==> config.mk <==
export PLATFORM = sky130hd
export DESIGN_NAME = priority_code_decoder_flat
export DESIGN_NICKNAME = d
export VERILOG_FILES = /design/src/rtl/priority_code_decoder_if.sv /design/src/rtl/priority_code_decoder.sv /design/src/flat_wrapper.sv
export SDC_FILE = /design/constraint.sdc
export NUM_CORES = 1
export LEC_CHECK = 0
export CAP_MARGIN = 30
export CELL_PAD_IN_SITES_DETAIL_PLACEMENT = 1
export CELL_PAD_IN_SITES_GLOBAL_PLACEMENT = 1
export CORE_MARGIN = 1
export CORE_UTILIZATION = 45
export DETAILED_ROUTE_END_ITERATION = 7
export DONT_BUFFER_PORTS = 1
export GPL_TIMING_DRIVEN = 0
export MAX_ROUTING_LAYER = met4
export PLACE_DENSITY = 0.85
export SETUP_SLACK_MARGIN = 0.1
export SLEW_MARGIN = 20
export SYNTH_ARGS = -nofsm -noshare
export SYNTH_HDL_FRONTEND = slang
export SYNTH_SLANG_ARGS = --single-unit
==> constraint.sdc <==
create_clock -name clk -period 1.71 [get_ports clk]
set_input_delay 0.171 -clock clk [delete_from_list [all_inputs] [get_ports clk]]
set_output_delay 0.171 -clock clk [all_outputs]
set_load 0.03 [all_outputs]
==> src/rtl/priority_code_decoder_if.sv <==
// Code/grant channel between the priority encoder, the priority code decoder and its consumer.
// The decoder takes the slave modport; the upstream/consumer environment takes master.
interface priority_code_decoder_if;
   logic [3:0]  code_in;
   logic        code_valid;
   logic        code_ready;
   logic [15:0] grant;
   logic [3:0]  grant_code;
   logic        grant_valid;
   logic        grant_ack;

   modport master (
      output code_in, code_valid, grant_ack,
      input  code_ready, grant, grant_code, grant_valid
   );

   modport slave (
      input  code_in, code_valid, grant_ack,
      output code_ready, grant, grant_code, grant_valid
   );
endinterface

==> src/rtl/priority_code_decoder.sv <==
// Turns one 4-bit priority code per handshake into a held one-hot grant, with a timeout FSM.
// Define DEC_STATS_EN to add saturating stat_grants / stat_timeouts counters.
module priority_code_decoder #(
   parameter int TIMEOUT_CYCLES = 255,
   parameter int TMR_W          = 8
) (
   input  logic                    clk,
   input  logic                    rst,
   input  logic                    En,
   priority_code_decoder_if.slave  bus,
   input  logic                    err_clr,
   output logic                    timeout_err,
   output logic                    busy
`ifdef DEC_STATS_EN
   ,
   output logic [15:0]             stat_grants,
   output logic [15:0]             stat_timeouts
`endif
);

   typedef enum logic [1:0] {IDLE, GRANT, EXPIRE} state_t;

   localparam logic [TMR_W-1:0] TMR_LAST =
      TMR_W'((TIMEOUT_CYCLES == 0) ? 0 : TIMEOUT_CYCLES - 1);

   state_t           state, state_nxt;
   logic [TMR_W-1:0] timer, timer_nxt;
   logic             accept;
   logic             expire;

   function automatic logic [15:0] decode(input logic [3:0] c);
      logic [3:0] idx;
      case (c)
         4'b0000: idx = 4'd15;
         4'b0010: idx = 4'd14;
         4'b0100: idx = 4'd13;
         4'b0110: idx = 4'd12;
         4'b1000: idx = 4'd11;
         4'b1010: idx = 4'd10;
         4'b1100: idx = 4'd9;
         4'b1110: idx = 4'd8;
         4'b1111: idx = 4'd7;
         4'b1101: idx = 4'd6;
         4'b1011: idx = 4'd5;
         4'b1001: idx = 4'd4;
         4'b0111: idx = 4'd3;
         4'b0101: idx = 4'd2;
         4'b0011: idx = 4'd1;
         default: idx = 4'd0;
      endcase
      return 16'h0001 << idx;
   endfunction

   assign bus.code_ready = (state == IDLE) && En;
   assign busy           = (state != IDLE);

   // NOTE: every output of this block gets a default first so no path can infer a latch.
   always_comb begin
      state_nxt = state;
      timer_nxt = timer;
      accept    = 1'b0;
      expire    = 1'b0;
      case (state)
         IDLE: begin
            if (bus.code_valid && bus.code_ready) begin
               state_nxt = GRANT;
               timer_nxt = '0;
               accept    = 1'b1;
            end
         end
         GRANT: begin
            // Disable beats ack, ack beats expiry.
            if (!En || bus.grant_ack) begin
               state_nxt = IDLE;
            end else if ((TIMEOUT_CYCLES != 0) && (timer == TMR_LAST)) begin
               state_nxt = EXPIRE;
               expire    = 1'b1;
            end else begin
               timer_nxt = timer + 1'b1;
            end
         end
         default: state_nxt = IDLE;
      endcase
   end

   // NOTE: sequential state uses non-blocking assignments so every register samples pre-edge values.
   always_ff @(posedge clk or posedge rst) begin
      if (rst) state <= IDLE;
      else     state <= state_nxt;
   end

   always_ff @(posedge clk or posedge rst) begin
      if (rst) begin
         timer           <= '0;
         bus.grant       <= '0;
         bus.grant_code  <= '0;
         bus.grant_valid <= 1'b0;
         timeout_err     <= 1'b0;
      end else begin
         timer           <= timer_nxt;
         bus.grant_valid <= (state_nxt == GRANT);
         if (accept) begin
            bus.grant      <= decode(bus.code_in);
            bus.grant_code <= bus.code_in;
         end else if (state_nxt != GRANT) begin
            bus.grant <= '0;
         end
         if (expire)       timeout_err <= 1'b1;
         else if (err_clr) timeout_err <= 1'b0;
      end
   end

`ifdef DEC_STATS_EN
   always_ff @(posedge clk or posedge rst) begin
      if (rst) begin
         stat_grants   <= '0;
         stat_timeouts <= '0;
      end else if (err_clr) begin
         stat_grants   <= '0;
         stat_timeouts <= '0;
      end else begin
         if (accept && (stat_grants != 16'hFFFF))   stat_grants   <= stat_grants + 16'd1;
         if (expire && (stat_timeouts != 16'hFFFF)) stat_timeouts <= stat_timeouts + 16'd1;
      end
   end
`endif

endmodule

==> src/flat_wrapper.sv <==
// flat-port wrapper written by rule: the top's interface ports become plain ports
module priority_code_decoder_flat 
#(
   parameter int TIMEOUT_CYCLES = 255,
   parameter int TMR_W          = 8
)
  (clk, rst, En, err_clr, timeout_err, busy, bus_code_in, bus_code_valid, bus_grant_ack, bus_code_ready, bus_grant, bus_grant_code, bus_grant_valid);
  priority_code_decoder_if bus_i ();
  input  logic clk;
  input  logic rst;
  input  logic En;
  input  logic err_clr;
  output logic timeout_err;
  output logic busy;
  input wire logic [$bits(bus_i.code_in)-1:0] bus_code_in;
  input wire logic [$bits(bus_i.code_valid)-1:0] bus_code_valid;
  input wire logic [$bits(bus_i.grant_ack)-1:0] bus_grant_ack;
  output wire logic [$bits(bus_i.code_ready)-1:0] bus_code_ready;
  output wire logic [$bits(bus_i.grant)-1:0] bus_grant;
  output wire logic [$bits(bus_i.grant_code)-1:0] bus_grant_code;
  output wire logic [$bits(bus_i.grant_valid)-1:0] bus_grant_valid;
  assign bus_i.code_in = bus_code_in;
  assign bus_i.code_valid = bus_code_valid;
  assign bus_i.grant_ack = bus_grant_ack;
  assign bus_code_ready = bus_i.code_ready;
  assign bus_grant = bus_i.grant;
  assign bus_grant_code = bus_i.grant_code;
  assign bus_grant_valid = bus_i.grant_valid;
  priority_code_decoder #(.TIMEOUT_CYCLES(TIMEOUT_CYCLES), .TMR_W(TMR_W)) u_core (.clk(clk), .rst(rst), .En(En), .bus(bus_i), .err_clr(err_clr), .timeout_err(timeout_err), .busy(busy));
endmodule
==> impl_metrics.toml <==
[worst_setup_path]
worstPathCellList = "ha_2, inv_1, or4b_4, xor2_1, nor2_1"
critical_path.endpoint_type = "register"
timing.critical_path.from_type = "register"
required_ns = 1.96
crit_slowest_cell = "sky130_fd_sc_hd__or4b_4"
worst_r2r_startpoint = "u_core.timer[1]$_DFFE_PP0P_"
timing.critical_path.max_delay_family = "simple AND/OR/NAND/NOR gates"
worst_r2r_dst = "u_core.timer[6]$_DFFE_PP0P_"
cp.arrival_ns = 1.80
r2r_slack_ns = 0.16
path_depth_of_the_worst_reg2reg_path = 5
timing.setup.critical_path_class = "reg -> reg"
critPathMaxFanout = 4
critPathMaxStageDelay_ns = 0.53
timing.critical_path.buf_inv = 1

[pwr]
netSwitchingFraction_pct = 26.7
cellPowerDensity_mw_per_mm2 = 982
comb_power_share_pct = 9.4
power.sequential.fraction_pct = 51.1
pwr-share-clk_pct = 39.4
netSwitchingPower_mw = 0.449
cellLeakagePower_nw = 0.806
internal_power_mw = 1.23
max-vdd-ir-drop_uv = 427

[global_route]
first_global_vias = 1247
largest_net_degree_at_the_start_of_global_routing = 33
grt-ovfl-total = 0
antenna_found_initial = 0
overall_fraction_of_global_route_tracks_in_use_pct = 25.2
wire_length_of_the_first_global_routing_pass_mm = 5.98

[sta]
hold_viol_final = 0
timing.fmax_mhz = 644
report.final.slew_viol_count = 0
grt_setup_unrepaired = "yes"
layout_setup_ws_ns = 0.158
clock-skew-final_ns = 0.00480
setup_tns_ns = 0
layout_min_cycle_time_ns = 1.55
worst_slew_margin_rel_pct = 56.2
tightestPinTransition_ns = 0.656
final_min_period_over_clock_period_pct = 90.8
timing.final.setup_violations = 0

[floorplan]
core_area_mm2 = 0.00305
rows = 20
fp.dieArea_mm2 = 0.00345
die_y_um = 58.8
floorplan.io_pins = 34
die-width_um = 58.8
initial_core_utilization_pct = 47.5

[yosys]
yosys.cell_types.count = 35
postSynthAreaPerCell_um2 = 10.1
synthesis.instances = 143
synth_top_flop_cell = "sky130_fd_sc_hd__dfrtp_1"
synth.cell_area_mm2 = 0.00145
count_of_flip_flops_with_a_built_in_enable_after_synthesis = 0
synth_async_sr_flop_share_pct = 100
ys_warnings = 0
synth_seq_area_share_pct = 55.2
ffs_latches_synth = 32
synth_nets = 157

[placed_design]
place_congestion = 0.776
dp.final_hpwl_mm = 2.58
placement.io_buffers = 0
pre_cts_slack_ns = 0.0681

[detailed_routing]
drt_iter0_drc = 36
pre_repair_dr_iteration_count = 4
drt_drc_violations_left = 0
detail_route.wl_per_cell_um = 18.6
drtAntennaViolNets = 0
drt_wl_total_mm = 3.74
route.vias.total = 1136
vias_per_cell = 5.65

[hold_path]
timing.hold.worst.start = "bus_code_in[0]"
min_path_cells = 2
hp-class = "in -> reg"
worstHoldEndpoint = "u_core.bus.grant[4]$_DFFE_PP0P_"

[cells_and_area]
most-common-layout-cells = "sky130_fd_sc_hd__dfrtp_1, sky130_fd_sc_hd__nand2_1, sky130_fd_sc_hd__o21ai_0"
diodes = 0
layout_commonest_cell = "sky130_fd_sc_hd__dfrtp_1"
synthToLayoutAreaGrowth_pct = 17.8
drive_above_1_share_pct = 15.9
nNetsFinal = 170

[clocking]
clock_tree.root_cell = "sky130_fd_sc_hd__clkbuf_4"
worst_setup_hold_path_clk_slew_ns = 0.10
clock_latency_late_sink_ns = 0.35
ctsHtreeMaxLevel = 2
numCtsBuffers = 5
tritoncts = "done"
cts_sinks = 32
clock_tree_buffer_depth = 2

[run_status]
run_status = "finished clean"

[job]
max_cap_violations = 0
timing repair:
action                                 4_1_cts  5_1_grt
pin swaps                                    1        1
gates resized for setup                      8        7
buffers inserted                             0        2
cloned                                       0        0
hold buffers                                 4        0
setup endpoints to repair                   12       12
endpoints found under the hold margin       35        0
per-layer routing:
layer,track usage [%],share of wire [%],vias to the layer above
met3,8.35,5.5,11
met1,24.3,37,575
met5,-,0,-
li1,-,-,524
met2,44.6,55,26
met4,12.9,2.1,0
sequential cells by signal (all words and copies together) (netlist names):
name	flops
u_core.bus.grant	16
u_core.timer	8
u_core.bus.grant_code	4
u_core.state	2
u_core.bus.grant_valid	1
u_core.timeout_err	1
metrics by stage:
step	power, mW	cell area, µm²	cells	hold WS [ns]	util [%]
2_1_floorplan	0.961	1450	143	0.276	-
3_3_place_gp	0.987	1510	187	0.280	49.3
3_5_place_dp	1.00	1510	187	0.184	49.3
4_1_cts	1.67	1660	199	0.00792	54.5
5_1_grt	1.74	1710	201	0.00483	55.9
6_report	1.68	1710	201	0.00639	55.9
worst max path at each step:
stage	from	to	depth (start not counted)
2_1_floorplan	u_core.timer[0]$_DFFE_PP0P_	u_core.timer[6]$_DFFE_PP0P_	6
3_3_place_gp	u_core.timer[0]$_DFFE_PP0P_	u_core.timer[6]$_DFFE_PP0P_	6
3_5_place_dp	u_core.timer[0]$_DFFE_PP0P_	u_core.timer[6]$_DFFE_PP0P_	6
4_1_cts	u_core.timer[0]$_DFFE_PP0P_	u_core.timer[6]$_DFFE_PP0P_	6
5_1_grt	u_core.state[1]$_DFF_PP0_	u_core.timer[4]$_DFFE_PP0P_	4
6_report	u_core.timer[1]$_DFFE_PP0P_	u_core.timer[6]$_DFFE_PP0P_	5
synthesized netlist by cell type (all sizes together) (2+ instances only):
cell type,number,share of area [%]
nor2,11,2.8
nand2b,2,0.86
a21oi,2,0.69
nand2,28,7.2
nand4bb,2,1.6
nand4,2,1.3
a22o,8,4.8
xor2,3,1.8
buf,3,1.0
nand3,4,1.4
dfrtp,32,55
ha,4,3.5
inv,7,1.8
nor3,3,1.0
mux2i,2,1.4
o21ai,13,4.5
final cells by class:
cell class | count | area (µm²)
Clock buffer | 7 | 65.1
Multi-Input combinational cell | 100 | 652
Buffer | 4 | 23.8
Timing Repair Buffer | 6 | 55.1
Fill cell | 347 | 1350
Sequential cell | 32 | 801
Inverter | 7 | 26.3
Tap cell | 44 | 55.1
Clock inverter | 1 | 30.0
power groups by stage:
stage          combinational, mW  clock [mW]  sequential (mW)
3_3_place_gp               0.119           0            0.868
4_1_cts                    0.145       0.668            0.857
6_report                   0.158       0.661            0.858
3_5_place_dp               0.129           0            0.872
5_1_grt                    0.177       0.704            0.860
2_1_floorplan             0.0982           0            0.863
cell families (layout without fill, tap and decap cells):
| kind of cell | count (synthesis) | after routing | share of synthesized area [%] |
|---|---|---|---|
| muxes | 2 | 2 | 1.38 |
| adders and majority gates | 4 | 4 | 3.45 |
| AOI/OAI and AO/OA | 30 | 30 | 13.8 |
| buffers and inverters | 11 | 25 | 3.11 |
| and+or+nand+nor | 61 | 61 | 21.2 |
| xor gates and xnor gates | 3 | 3 | 1.81 |
| DFF | 32 | 32 | 55.2 |
Note: power is estimated with default switching activity, not from simulation.
